===== src/rtl/muldiv_sequencer_if.sv =====
// Request/result and borrowed-ALU signals of the multiply/divide sequencer.
// The slave modport is the sequencer's view. The master modport is the view of the CPU and the ALU.
interface muldiv_sequencer_if #(
  parameter int WIDTH = 32
);
  logic             start;
  logic             op;
  logic [WIDTH-1:0] a;
  logic [WIDTH-1:0] b;
  logic             busy;
  logic             done;
  logic             div_by_zero;
  logic [WIDTH-1:0] hi;
  logic [WIDTH-1:0] lo;
  logic [WIDTH-1:0] alu_r1;
  logic [WIDTH-1:0] alu_r2;
  logic [3:0]       alu_control;
  logic [WIDTH-1:0] alu_result;

  modport slave (
    input  start, op, a, b, alu_result,
    output busy, done, div_by_zero, hi, lo, alu_r1, alu_r2, alu_control
  );

  modport master (
    output start, op, a, b, alu_result,
    input  busy, done, div_by_zero, hi, lo, alu_r1, alu_r2, alu_control
  );
endinterface


===== src/rtl/muldiv_sequencer.sv =====
// Multi-cycle unsigned MULTU/DIVU engine that borrows an external single-cycle ALU for
// its add/subtract steps. Carries and compares are resolved locally, never taken from the ALU.
module muldiv_sequencer #(
  parameter int         WIDTH   = 32,
  parameter logic [3:0] ALU_ADD = 4'b0000,
  parameter logic [3:0] ALU_SUB = 4'b0110
) (
  input  logic              clk,
  input  logic              reset,
  muldiv_sequencer_if.slave bus
);
  localparam int CW = $clog2(WIDTH) + 1;

  typedef enum logic [1:0] {
    S_IDLE = 2'd0,
    S_BUSY = 2'd1,
    S_DONE = 2'd2
  } state_t;

  state_t           r_state;
  state_t           w_state_next;
  logic [WIDTH-1:0] r_hi;
  logic [WIDTH-1:0] r_lo;
  logic [WIDTH-1:0] r_opnd;
  logic             r_op;
  logic             r_dbz;
  logic [CW-1:0]    r_cnt;

  logic             w_accept;
  logic             w_zero_div;
  logic             w_last;
  logic [WIDTH-1:0] w_sum;
  logic             w_carry;
  logic [WIDTH-1:0] w_t;
  logic             w_ge;
  logic             w_busy;
  logic             w_done;
  logic [WIDTH-1:0] w_alu_r1;
  logic [WIDTH-1:0] w_alu_r2;
  logic [3:0]       w_alu_control;

  // A request is taken in IDLE and also in DONE, which allows back-to-back operations.
  assign w_accept   = bus.start && (r_state != S_BUSY);
  assign w_zero_div = bus.op && (bus.b == '0);
  assign w_last     = (r_cnt == '0);

  // Multiply step: the ALU result wraps, so a carry is present exactly when the sum comes out below hi.
  assign w_sum   = r_lo[0] ? bus.alu_result : r_hi;
  assign w_carry = r_lo[0] & (bus.alu_result < r_hi);

  // Divide step: a set hi MSB means the shifted remainder already exceeds any divisor.
  assign w_t  = {r_hi[WIDTH-2:0], r_lo[WIDTH-1]};
  assign w_ge = r_hi[WIDTH-1] | (w_t >= r_opnd);

  always_ff @(posedge clk) begin
    if (reset) begin
      r_state <= S_IDLE;
    end else begin
      r_state <= w_state_next;
    end
  end

  always_comb begin
    w_state_next = r_state;
    case (r_state)
      S_IDLE: begin
        if (bus.start) begin
          w_state_next = w_zero_div ? S_DONE : S_BUSY;
        end
      end
      S_BUSY: begin
        if (w_last) begin
          w_state_next = S_DONE;
        end
      end
      S_DONE: begin
        if (bus.start) begin
          w_state_next = w_zero_div ? S_DONE : S_BUSY;
        end else begin
          w_state_next = S_IDLE;
        end
      end
      default: w_state_next = S_IDLE;
    endcase
  end

  always_comb begin
    w_busy        = 1'b0;
    w_done        = 1'b0;
    w_alu_r1      = '0;
    w_alu_r2      = '0;
    w_alu_control = ALU_ADD;
    case (r_state)
      S_BUSY: begin
        w_busy   = 1'b1;
        w_alu_r2 = r_opnd;
        if (r_op) begin
          w_alu_r1      = w_t;
          w_alu_control = ALU_SUB;
        end else begin
          w_alu_r1      = r_hi;
          w_alu_control = ALU_ADD;
        end
      end
      S_DONE:  w_done = 1'b1;
      default: ;
    endcase
  end

  always_ff @(posedge clk) begin
    if (reset) begin
      r_hi   <= '0;
      r_lo   <= '0;
      r_opnd <= '0;
      r_op   <= 1'b0;
      r_dbz  <= 1'b0;
      r_cnt  <= '0;
    end else if (w_accept) begin
      r_op  <= bus.op;
      r_cnt <= CW'(WIDTH - 1);
      r_dbz <= w_zero_div;
      if (!bus.op) begin
        r_hi   <= '0;
        r_lo   <= bus.b;
        r_opnd <= bus.a;
      end else if (w_zero_div) begin
        r_hi   <= bus.a;
        r_lo   <= '1;
        r_opnd <= bus.b;
      end else begin
        r_hi   <= '0;
        r_lo   <= bus.a;
        r_opnd <= bus.b;
      end
    end else if (r_state == S_BUSY) begin
      r_cnt <= r_cnt - CW'(1);
      if (!r_op) begin
        {r_hi, r_lo} <= {w_carry, w_sum, r_lo[WIDTH-1:1]};
      end else begin
        r_hi <= w_ge ? bus.alu_result : w_t;
        r_lo <= {r_lo[WIDTH-2:0], w_ge};
      end
    end
  end

  assign bus.busy        = w_busy;
  assign bus.done        = w_done;
  assign bus.div_by_zero = r_dbz;
  assign bus.hi          = r_hi;
  assign bus.lo          = r_lo;
  assign bus.alu_r1      = w_alu_r1;
  assign bus.alu_r2      = w_alu_r2;
  assign bus.alu_control = w_alu_control;
endmodule

===== src/flat_wrapper.sv =====
// flat-port wrapper written by rule: the top's interface ports become plain ports
module muldiv_sequencer_flat 
#(
  parameter int         WIDTH   = 32,
  parameter logic [3:0] ALU_ADD = 4'b0000,
  parameter logic [3:0] ALU_SUB = 4'b0110
)
  (clk, reset, bus_start, bus_op, bus_a, bus_b, bus_alu_result, bus_busy, bus_done, bus_div_by_zero, bus_hi, bus_lo, bus_alu_r1, bus_alu_r2, bus_alu_control);
  muldiv_sequencer_if #(.WIDTH(WIDTH)) bus_i ();
  input  logic clk;
  input  logic reset;
  input wire logic [$bits(bus_i.start)-1:0] bus_start;
  input wire logic [$bits(bus_i.op)-1:0] bus_op;
  input wire logic [$bits(bus_i.a)-1:0] bus_a;
  input wire logic [$bits(bus_i.b)-1:0] bus_b;
  input wire logic [$bits(bus_i.alu_result)-1:0] bus_alu_result;
  output wire logic [$bits(bus_i.busy)-1:0] bus_busy;
  output wire logic [$bits(bus_i.done)-1:0] bus_done;
  output wire logic [$bits(bus_i.div_by_zero)-1:0] bus_div_by_zero;
  output wire logic [$bits(bus_i.hi)-1:0] bus_hi;
  output wire logic [$bits(bus_i.lo)-1:0] bus_lo;
  output wire logic [$bits(bus_i.alu_r1)-1:0] bus_alu_r1;
  output wire logic [$bits(bus_i.alu_r2)-1:0] bus_alu_r2;
  output wire logic [$bits(bus_i.alu_control)-1:0] bus_alu_control;
  assign bus_i.start = bus_start;
  assign bus_i.op = bus_op;
  assign bus_i.a = bus_a;
  assign bus_i.b = bus_b;
  assign bus_i.alu_result = bus_alu_result;
  assign bus_busy = bus_i.busy;
  assign bus_done = bus_i.done;
  assign bus_div_by_zero = bus_i.div_by_zero;
  assign bus_hi = bus_i.hi;
  assign bus_lo = bus_i.lo;
  assign bus_alu_r1 = bus_i.alu_r1;
  assign bus_alu_r2 = bus_i.alu_r2;
  assign bus_alu_control = bus_i.alu_control;
  muldiv_sequencer #(.WIDTH(WIDTH), .ALU_ADD(ALU_ADD), .ALU_SUB(ALU_SUB)) u_core (.clk(clk), .reset(reset), .bus(bus_i));
endmodule

===== config.mk =====
export PLATFORM = sky130hd
export DESIGN_NAME = muldiv_sequencer_flat
export DESIGN_NICKNAME = d
export VERILOG_FILES = /design/src/rtl/muldiv_sequencer_if.sv /design/src/rtl/muldiv_sequencer.sv /design/src/flat_wrapper.sv
export SDC_FILE = /design/constraint.sdc
export NUM_CORES = 1
export LEC_CHECK = 0
export CAP_MARGIN = 20
export CORE_MARGIN = 5
export CORE_UTILIZATION = 44
export DETAILED_ROUTE_END_ITERATION = 10
export HOLD_SLACK_MARGIN = 0.08
export PLACE_DENSITY = 0.77
export SYNTH_ARGS = -nofsm -noshare
export SYNTH_HDL_FRONTEND = slang
export SYNTH_SLANG_ARGS = --single-unit

===== constraint.sdc =====
create_clock -name clk -period 2.35 [get_ports clk]
set_input_delay 0.47 -clock clk [delete_from_list [all_inputs] [get_ports clk]]
set_output_delay 0.47 -clock clk [all_outputs]
set_load 0.005 [all_outputs]

# --- Word level (Yosys, flattened, before mapping) ---
# Cells that the tools add are included.
totals:
  register_bits: 106
  latchBits: 0
  ramBits: 0
  romBits: 0
  inputBits: 100
  output_inout_bits: 135
  wordCells: 53
  mem_count: 0
op_classes:
  add_sub_neg: 1
  n_mul: 0
  div_mod_pow: 0
  magnitude_cmp: 2
  n_eq_ne: 5
  n_shift: 0
  muxes: 27
  bitwise_logic: 2
  reduce_logical: 8
op_table:
  columns: ["operator", "count"]
  rows:
  - ["$mux W32", 16]
  - ["$ge A32 B32 Y1", 1]
  - ["$logic_not A32 Y1", 1]
  - ["$lt A32 B32 Y1", 1]
  - ["$mux W5", 2]
  - ["$mux W2", 4]
  - ["$logic_not A6 Y1", 1]
  - ["$pmux W2 S3", 1]
  - ["$sub A6 B1 Y6 const B", 1]
  - ["$mux W4", 1]
  - ["$ne A2 B1 Y1 const B", 2]
  - ["$mux W3", 1]
  - ["$eq A2 B1 Y1 const B", 1]
  - ["$eq A2 B2 Y1 const B", 1]
  - ["$logic_and A1 B1 Y1", 2]
  - ["$logic_not A2 Y1", 1]
  - ["$mux W1", 2]
  - ["$ne A2 B2 Y1 const B", 1]
  - ["$reduce_and A2 Y1", 1]
  - ["$reduce_bool A2 Y1", 1]
  - ["$reduce_or A2 Y1", 1]
  - ["$and A1 B1 Y1", 1]
  - ["$or A1 B1 Y1", 1]

# --- Longest topological paths before layout ---
logic_depth:
  ltp_word: 6
  ltp_mapped: 10
  ltp_nobuf: 9

# --- Worst setup path before layout ---
# OpenSTA, ideal clock, no wires.
synth_timing:
  kind: "register to register"
  from: "register u_core.r_lo[31] (netlist: u_core.bus.lo[31])"
  to: "register u_core.r_hi[20] (netlist: u_core.bus.hi[20])"
  t_arrival_ps: 2351
  t_required_ps: 2225
  setup_slack_ps: -126
  path_stages_with_launch: 11
  path_buffers: 1
  period_less_slack_ps: 2476
  path_cell_list: "dfxtp_1 > inv_1 > ha_1 > nand2b_4 > a2111o_1 > a221oi_2 > a211oi_4 > nor2_8 > buf_12 > mux2i_1 > o21ai_1"
synth_between:
  elab_chain_len: 6
synth_lines:
  columns: ["element", "line", "text"]
  rows:
  - ["from (decl)", "muldiv_sequencer.sv:23", "logic [WIDTH-1:0] r_lo;"]
  - ["from (signal assigned)", "muldiv_sequencer.sv:124", "r_lo <= bus.b;"]
  - ["from (signal assigned)", "muldiv_sequencer.sv:132", "r_lo <= bus.a;"]
  - ["from (signal assigned)", "muldiv_sequencer.sv:138", "{r_hi, r_lo} <= {w_carry, w_sum, r_lo[WIDTH-1:1]};"]
  - ["$ge A32 B32 Y1", "muldiv_sequencer.sv:53", "assign w_ge = r_hi[WIDTH-1] | (w_t >= r_opnd);"]
  - ["$or A1 B1 Y1", "muldiv_sequencer.sv:53", null]
  - ["$mux W32", "muldiv_sequencer.sv:140", "r_hi <= w_ge ? bus.alu_result : w_t;"]
  - ["$mux W32", "muldiv_sequencer.sv:137", "if (!r_op) begin"]
  - ["$mux W32", "muldiv_sequencer.sv:135", "end else if (r_state == S_BUSY) begin"]
  - ["$mux W32", "muldiv_sequencer.sv:118", "end else if (w_accept) begin"]
  - ["to (signal assigned)", "muldiv_sequencer.sv:127", "r_hi <= bus.a;"]
  - ["to (signal assigned)", "muldiv_sequencer.sv:138", null]
  - ["to (signal assigned)", "muldiv_sequencer.sv:140", null]
  - ["to (decl)", "muldiv_sequencer.sv:22", "logic [WIDTH-1:0] r_hi;"]
# Every way passes these cells. The select of a mux whose other input is x is not followed.
# A chain may end at the register's enable or synchronous reset.

# --- Worst setup path in the final report ---
layout_timing:
  from: "register u_core.r_lo[31] (netlist: u_core.bus.lo[31])"
  to: "register u_core.r_hi[28] (netlist: u_core.bus.hi[28])"
# The elaborated chain is that of the path after synthesis.

==> results.yml <==
status:
  status: "finished, violations left"
  violations_in_the_final_reports: "negative setup slack"
layout:
  relative_area_change_from_synthesis_to_final_layout_pct: 55.0
  postLayoutCoreUtil: 0.687
  instances_no_fill: 1639
  finish.net_count: 1564
  share_of_post_route_cells_with_drive_strength_above_1: 0.204
setup_path:
  regToRegSetupSlack_ps: -150
  cp.required_ps: 2570
  critPathLaunchType: "flop"
  worst-endpoint-arrival_ps: 2720
  critPathCaptureType: "flop"
  timing.setup.critical_path_class: "flop to flop"
  maximum_fanout_encountered_on_the_critical_timing_path: 10
logic_synthesis:
  netlist_instances: 1069
  synth-seq-cells: 106
  synthesized_area_divided_by_synthesized_cell_count_sq_um: 7.68
  synth-edff-count: 0
  synth-async-reset-ratio: 0
  synth.yosys.seq_area_share: 0.258
  synth_warnings: 0
  synthFlopType: "dfxtp_1"
  synth_area_sq_um: 8210
  synthDominantCellAreaShare: 0.258
  synth_area_leader_cell: "dfxtp_1"
  synth_cell_types: 56
  synth.top_cells.by_area: "dfxtp_1 26%, mux2i_1 16%, ha_1 9.8%"
detailed_routing:
  route.detailed.wl_per_inst_um: 20.1
  totalWireLength_mm: 33.0
  drt_first_pass_iters: 6
  route.detailed.vias_per_inst: 5.91
  dr_total_vias: 9682
  drtIter0Drc: 935
  route.detailed.drc: 0
  antenna_violating_nets_post_route: 0
floorplan:
  cell_rows: 50
  die_height_um: 147
  num_io_pins: 235
  floorplan.die_area_sq_um: 21500
  initial_utilization: 0.443
  core-area_sq_um: 18500
  die_width_um: 147
clock_network:
  h_tree_levels: 3
  ctsRootBufferMaster: "clkbuf_16"
  cts_hold_buffers: 0
  worst_skew_pair.late_latency_ps: 360
  clk_pin_slew_ps: 80
  ctsLongestPathBuffers: 2
  clock_sink_count: 106
  cts_buffer_count: 9
  cts_tree: "done"
power:
  fin_total_pwr_mw: 5.83
  vdd.ir_drop.worst_mv: 0.379
  total_leakage_power_nw: 4.82
  power_density_nw_per_um2: 458
global_routing:
  largest_net_degree_at_the_start_of_global_routing: 94
  grt_util_all_layers: 0.284
  number_of_antenna_violations_at_the_first_check_in_global_routing: 1
  first_pass_grt_wire_length_mm: 49.5
  gr-total-overflow: 0
  grt_pass1_vias: 9225
sta:
  report.final.hold_viol_count: 0
  crit_share_post_route: 1.06
  max-slew-margin-rel: 0.492
  max_freq_mhz: 400
  slew_violations: 0
  final.setup.tns_ps: -3000
  finalSetupViolations: 33
  grt_setup_unrepaired: "true"
  worst_clock_skew_ps: 9.73
  hold-worst-slack_ps: 500
  post-route-worst-setup-slack_ps: -151
  finalCriticalPeriod_ps: 2500
  tightestPinTransition_ps: 762
placed_design:
  gp_routability_congestion: 0.911
  portBuffers: 232
  place.detailed.hpwl_mm: 23.8
  placedCellCount: 1610
flow_run:
  max_cap_viol_count: 0
min_path:
  hp-class: "flop to flop"
power by group:
| part | leakage (nW) | switching (mW) | internal (mW) |
|---|---|---|---|
| registers | 0.883 | 0.141 | 1.95 |
| logic | 3.81 | 1.10 | 1.08 |
| clock network | 0.132 | 0.730 | 0.825 |
| total | 4.82 | 1.97 | 3.86 |
sequential cells by signal, indices dropped and copies added, names as in the netlist:
| signal | count |
|---|---|
| u_core.bus.div_by_zero | 1 |
| u_core.bus.hi | 32 |
| u_core.bus.lo | 32 |
| u_core.r_cnt | 6 |
| u_core.r_op | 1 |
| u_core.r_opnd | 32 |
| u_core.r_state | 2 |
through the flow:
step                cell area [sq um]  worst slack (ps)
floorplan                        8240             -16.4
global placement                11800              -397
detailed placement              11800              -574
CTS                             12300              -117
global route                    12700              -236
finish                          12700              -151
Yosys cell counts (3+ instances only):
master / count
a211oi_1: 38
a21o_1: 3
a21oi_1: 59
a22oi_1: 32
a31oi_1: 12
and2_1: 3
buf_1: 12
buf_2: 15
buf_4: 3
clkbuf_1: 48
dfxtp_1: 106
ha_1: 64
inv_1: 69
mux2i_1: 133
nand2_1: 38
nand3_1: 20
nand4_1: 7
nor2_1: 151
nor3_1: 68
nor4_1: 8
o211ai_1: 3
o21ai_0: 91
o21ai_1: 17
o21bai_1: 11
o22a_1: 19
final timing paths:
path | from | endpoint | cells after the start
setup / recovery | u_core.bus.lo[31] | u_core.bus.hi[28] | 11
hold / removal | u_core.r_opnd[25] | u_core.r_opnd[25] | 2
setup reg to reg | u_core.bus.lo[31] | u_core.bus.hi[28] | 11
hold reg to reg | u_core.r_opnd[25] | u_core.r_opnd[25] | 2
kinds of logic after synthesis:
| group | Yosys count | share of synthesized area |
|---|---|---|
| flip-flops | 106 | 0.258 |
| multiplexers | 133 | 0.162 |
| other | 1 | 0.000457 |
| adder cells (fa/ha/maj) | 64 | 0.0975 |
| AO/OA/AOI/OAI | 302 | 0.232 |
| buffers and inverters | 153 | 0.0788 |
| XOR/XNOR | 1 | 0.00107 |
| AND/OR/NAND/NOR | 309 | 0.169 |
repair_timing:
item                                    4_1_cts  5_1_grt
cloned                                        2        0
buffers inserted                              6        6
resized for setup                            32       88
pin swaps                                     9       24
endpoints found under the setup margin       53       41
final cells by class:
cell class,instances,area (sq um)
multi-input cells,812,5950
well taps,234,293
flip-flops and latches,106,2160
repair buffers,401,3770
fillers,1466,5790
clock buffers,11,233
diodes,1,2.50
clock inverters,4,53.8
inverters,70,263
cell usage in the layout (no fill, tap or decap), drive strengths merged, types with 11 or more instances in the layout:
master           n
nand2           38
clkbuf          11
clkdlybuf4s50  226
nand3           20
a31oi           12
mux2i          133
a21oi           60
nor2           152
buf            170
ha              64
o22a            19
o21bai          11
a22oi           32
o21ai          108
inv             70
nor3            68
a211oi          39
dfxtp          106
critical path: stages, from the launching register on:
cell	delay [ps]
dfxtp_2	340
inv_2	50
ha_4	200
nand2b_4	140
a2111o_1	400
a221oi_4	340
a211oi_4	110
buf_12	150
nor2_8	130
buf_12	170
mux2i_4	250
o21ai_1	70
per-layer routing:
layer  global-route usage  wire, um  vias to the layer above  part of all wire
li1                     -         -                     4526                 -
met1                0.358     13400                     4574              0.40
met2                0.481     15800                      494              0.48
met3               0.0506      2460                       88             0.075
met4                0.113      1410                        0             0.043
met5                    0         0                        -                 0
(Power assumes the default switching activity.)
==> RTL change: new RTL, config.mk and constraints unchanged <==
Encoding of `state_t`: now one-hot (3 bits for 3 states).
--- a/src/rtl/muldiv_sequencer.sv
+++ b/src/rtl/muldiv_sequencer.sv
@@ -11,10 +11,10 @@
 );
   localparam int CW = $clog2(WIDTH) + 1;
 
-  typedef enum logic [1:0] {
-    S_IDLE = 2'd0,
-    S_BUSY = 2'd1,
-    S_DONE = 2'd2
+  typedef enum logic [2:0] {
+    S_IDLE = 3'b001,
+    S_BUSY = 3'b010,
+    S_DONE = 3'b100
   } state_t;
 
   state_t           r_state;
Behaviour: same outputs for any inputs over 4 cycles, from zero or initial values and one cycle with reset high; so few cycles prove little.
==> RTL change against the unedited design <==
- the flow still finishes with violations (negative setup slack)
- sequential cell count is 1 higher
- worst setup slack better by 0.072 ns
- design area is 0.84% lower
- power is 9.0% lower
- synthesized cell count down 5.8%
- routed wire length up 5.6%
- non-clock buffer count stayed put
- via count shrank 0.19%
- synthesized area up 0.24%
- critical path type unchanged
- critical endpoint is now u_core.bus.hi[6]
- highest routed layer unchanged
==> RTL change: results (changes against the unedited design) <==
* Register area at 2160 µm² (+0.12%)
* CP delay by family, top: compound AO/OA/AOI/OAI gates
* Top sig layer: met4
* Drt initial violations at 1118 (+20%)
* Grt met3 use at 5.74% (+0.68 points)
* Overall Global Routing Usage at 29.0% (+0.53 points)
* CTS root buf: clkbuf_16
* Seq/Total Area, Yosys at 26.0% (+0.18 points)
* Nets at 1502 (-4.0%)
* Routability Congestion at 0.989 (+8.5%)
* Cells after Synth at 1007 (-5.8%)
* Fin cells at 1578 (-3.7%)
* Synth top cells by count: 145 x mux2i_1, 126 x nor2_1, 107 x dfxtp_1
* Largest net degree at the start of global routing at 43 (-54%)
* Slowest stage cell, crit path: dfxtp_2
* Crit path largest cell delay at 0.33 ns (-0.07 ns)
* Worst slew pin tran at 0.809 ns (+0.0471 ns)
* FILL cells at 1388 (-5.3%)
* Clock transition at path regs at 0.07 ns
* Final setup violation count at 13 (-61%)
* Dpl hpwl at 24400 µm (+2.8%)
* Layout cells sized above 1 at 23.0% (+2.6 points)
* First-pass GRT wire length at 50500 µm (+2.1%)
* LEAKAGE at 5.57 nW (+16%)
* Yosys warnings at 0 (unchanged)
* Non-clock buffer share at 30.3% (+0.67 points)
* Avg WL per Cell at 22.1 µm (+9.7%)
* Metal2 WL at 15400 µm (-2.0%)
* CTS sink count at 107 (+0.94%)
* TritonRoute pass-1 iters at 8 (+2)
* WL met3 at 3690 µm (+50%)
* Synth area leaders: dfxtp_1 26%, mux2i_1 18%, ha_1 9.7%
* Placed inst area at 11600 µm² (-1.6%)
* Layout clock buffer count at 10 (-1)
* Post-route worst setup slack at -0.0793 ns (+0.0716 ns)
* Yosys cell types at 58 (+3.6%)
* Failing checks: negative setup slack
* H-tree Lvls at 3 (unchanged)
* GR Util met1 at 39.3% (+3.5 points)
* Multi-input combinational area share at 46.0% (-0.80 points)
* TNS Setup at -0.363 ns (+2.64 ns)
* GRT met2 Usage at 44.2% (-3.9 points)
* Final Cell Area at 12600 µm² (-0.84%)
* Vias per cell at 6.12 (+3.7%)
* GRT Max-Usage Layer: met2
* M1 WL at 13900 µm (+4.2%)
* Vias in the first global route at 9123 (-1.1%)
* Clock-cell share at 2.19% (-0.060 points)
* Critical Path AT at 2.66 ns (-0.06 ns)
* Outcome: finished with violations
* Signal inverters at 69 (-1.4%)
* Maximum vdd drop at 0.359 mV (-5.4%)
* Multi-input gates at 750 (-7.6%)
* Final clock skew at 0.0109 ns (+0.00112 ns)
* DP Worst Slack at -0.372 ns (+0.202 ns)
* Max FO, Critical Path at 6 (-4)
==> RTL change: cell types whose count changed in the layout (fill, tap and decap cells not counted), sizes merged, moves of 16 or more <==
| cell | delta |
|---|---|
| dlymetal6s2s | +26 |
| clkdlybuf4s50 | -74 |
| a211oi | +29 |
| o21ai | -57 |
| dlygate4sd2 | +48 |
| nor2 | -26 |
| o221a | +29 |
| nor3 | -29 |
| nand3 | -16 |
==> RTL change: worst paths after layout <==
| path | startpoint | to | slack (ns) |
|---|---|---|---|
| worst max-delay path | u_core.r_opnd[5] | u_core.bus.hi[6] | -0.08 |
| worst min register to register | u_core.r_opnd[8] | u_core.r_opnd[8] | 0.51 |
| worst max register to register | u_core.r_opnd[5] | u_core.bus.hi[6] | -0.08 |
| worst min-delay path | u_core.r_opnd[8] | u_core.r_opnd[8] | 0.51 |
==> RTL change: what timing repair did <==
action	CTS	global route
hold buffers	0	0
resized for setup	109	78
cloned	1	6
endpoints found under the setup margin	100	51
pin swaps	13	18
buffers inserted	10	12
==> RTL change: power breakdown <==
group | total, mW | internal [mW] | leakage, nW | switching [mW]
clock network | 1.48 | 0.733 | 0.134 | 0.745
logic | 1.76 | 0.906 | 4.55 | 0.858
registers | 2.06 | 1.93 | 0.888 | 0.128
==> RTL change: logic make-up (layout without fill, tap and decap cells) <==
group / count (synthesis) / after routing / share of synthesized area [%]
other: 1 / 3 / 0.0456
adder cells (fa/ha/maj): 64 / 64 / 9.73
multiplexers: 145 / 145 / 17.6
AO/OA/AOI/OAI: 272 / 272 / 23.6
flip-flops: 107 / 107 / 26.0
XOR/XNOR: 2 / 2 / 0.213
buffers and inverters: 153 / 486 / 8.03
AND/OR/NAND/NOR: 263 / 265 / 14.8
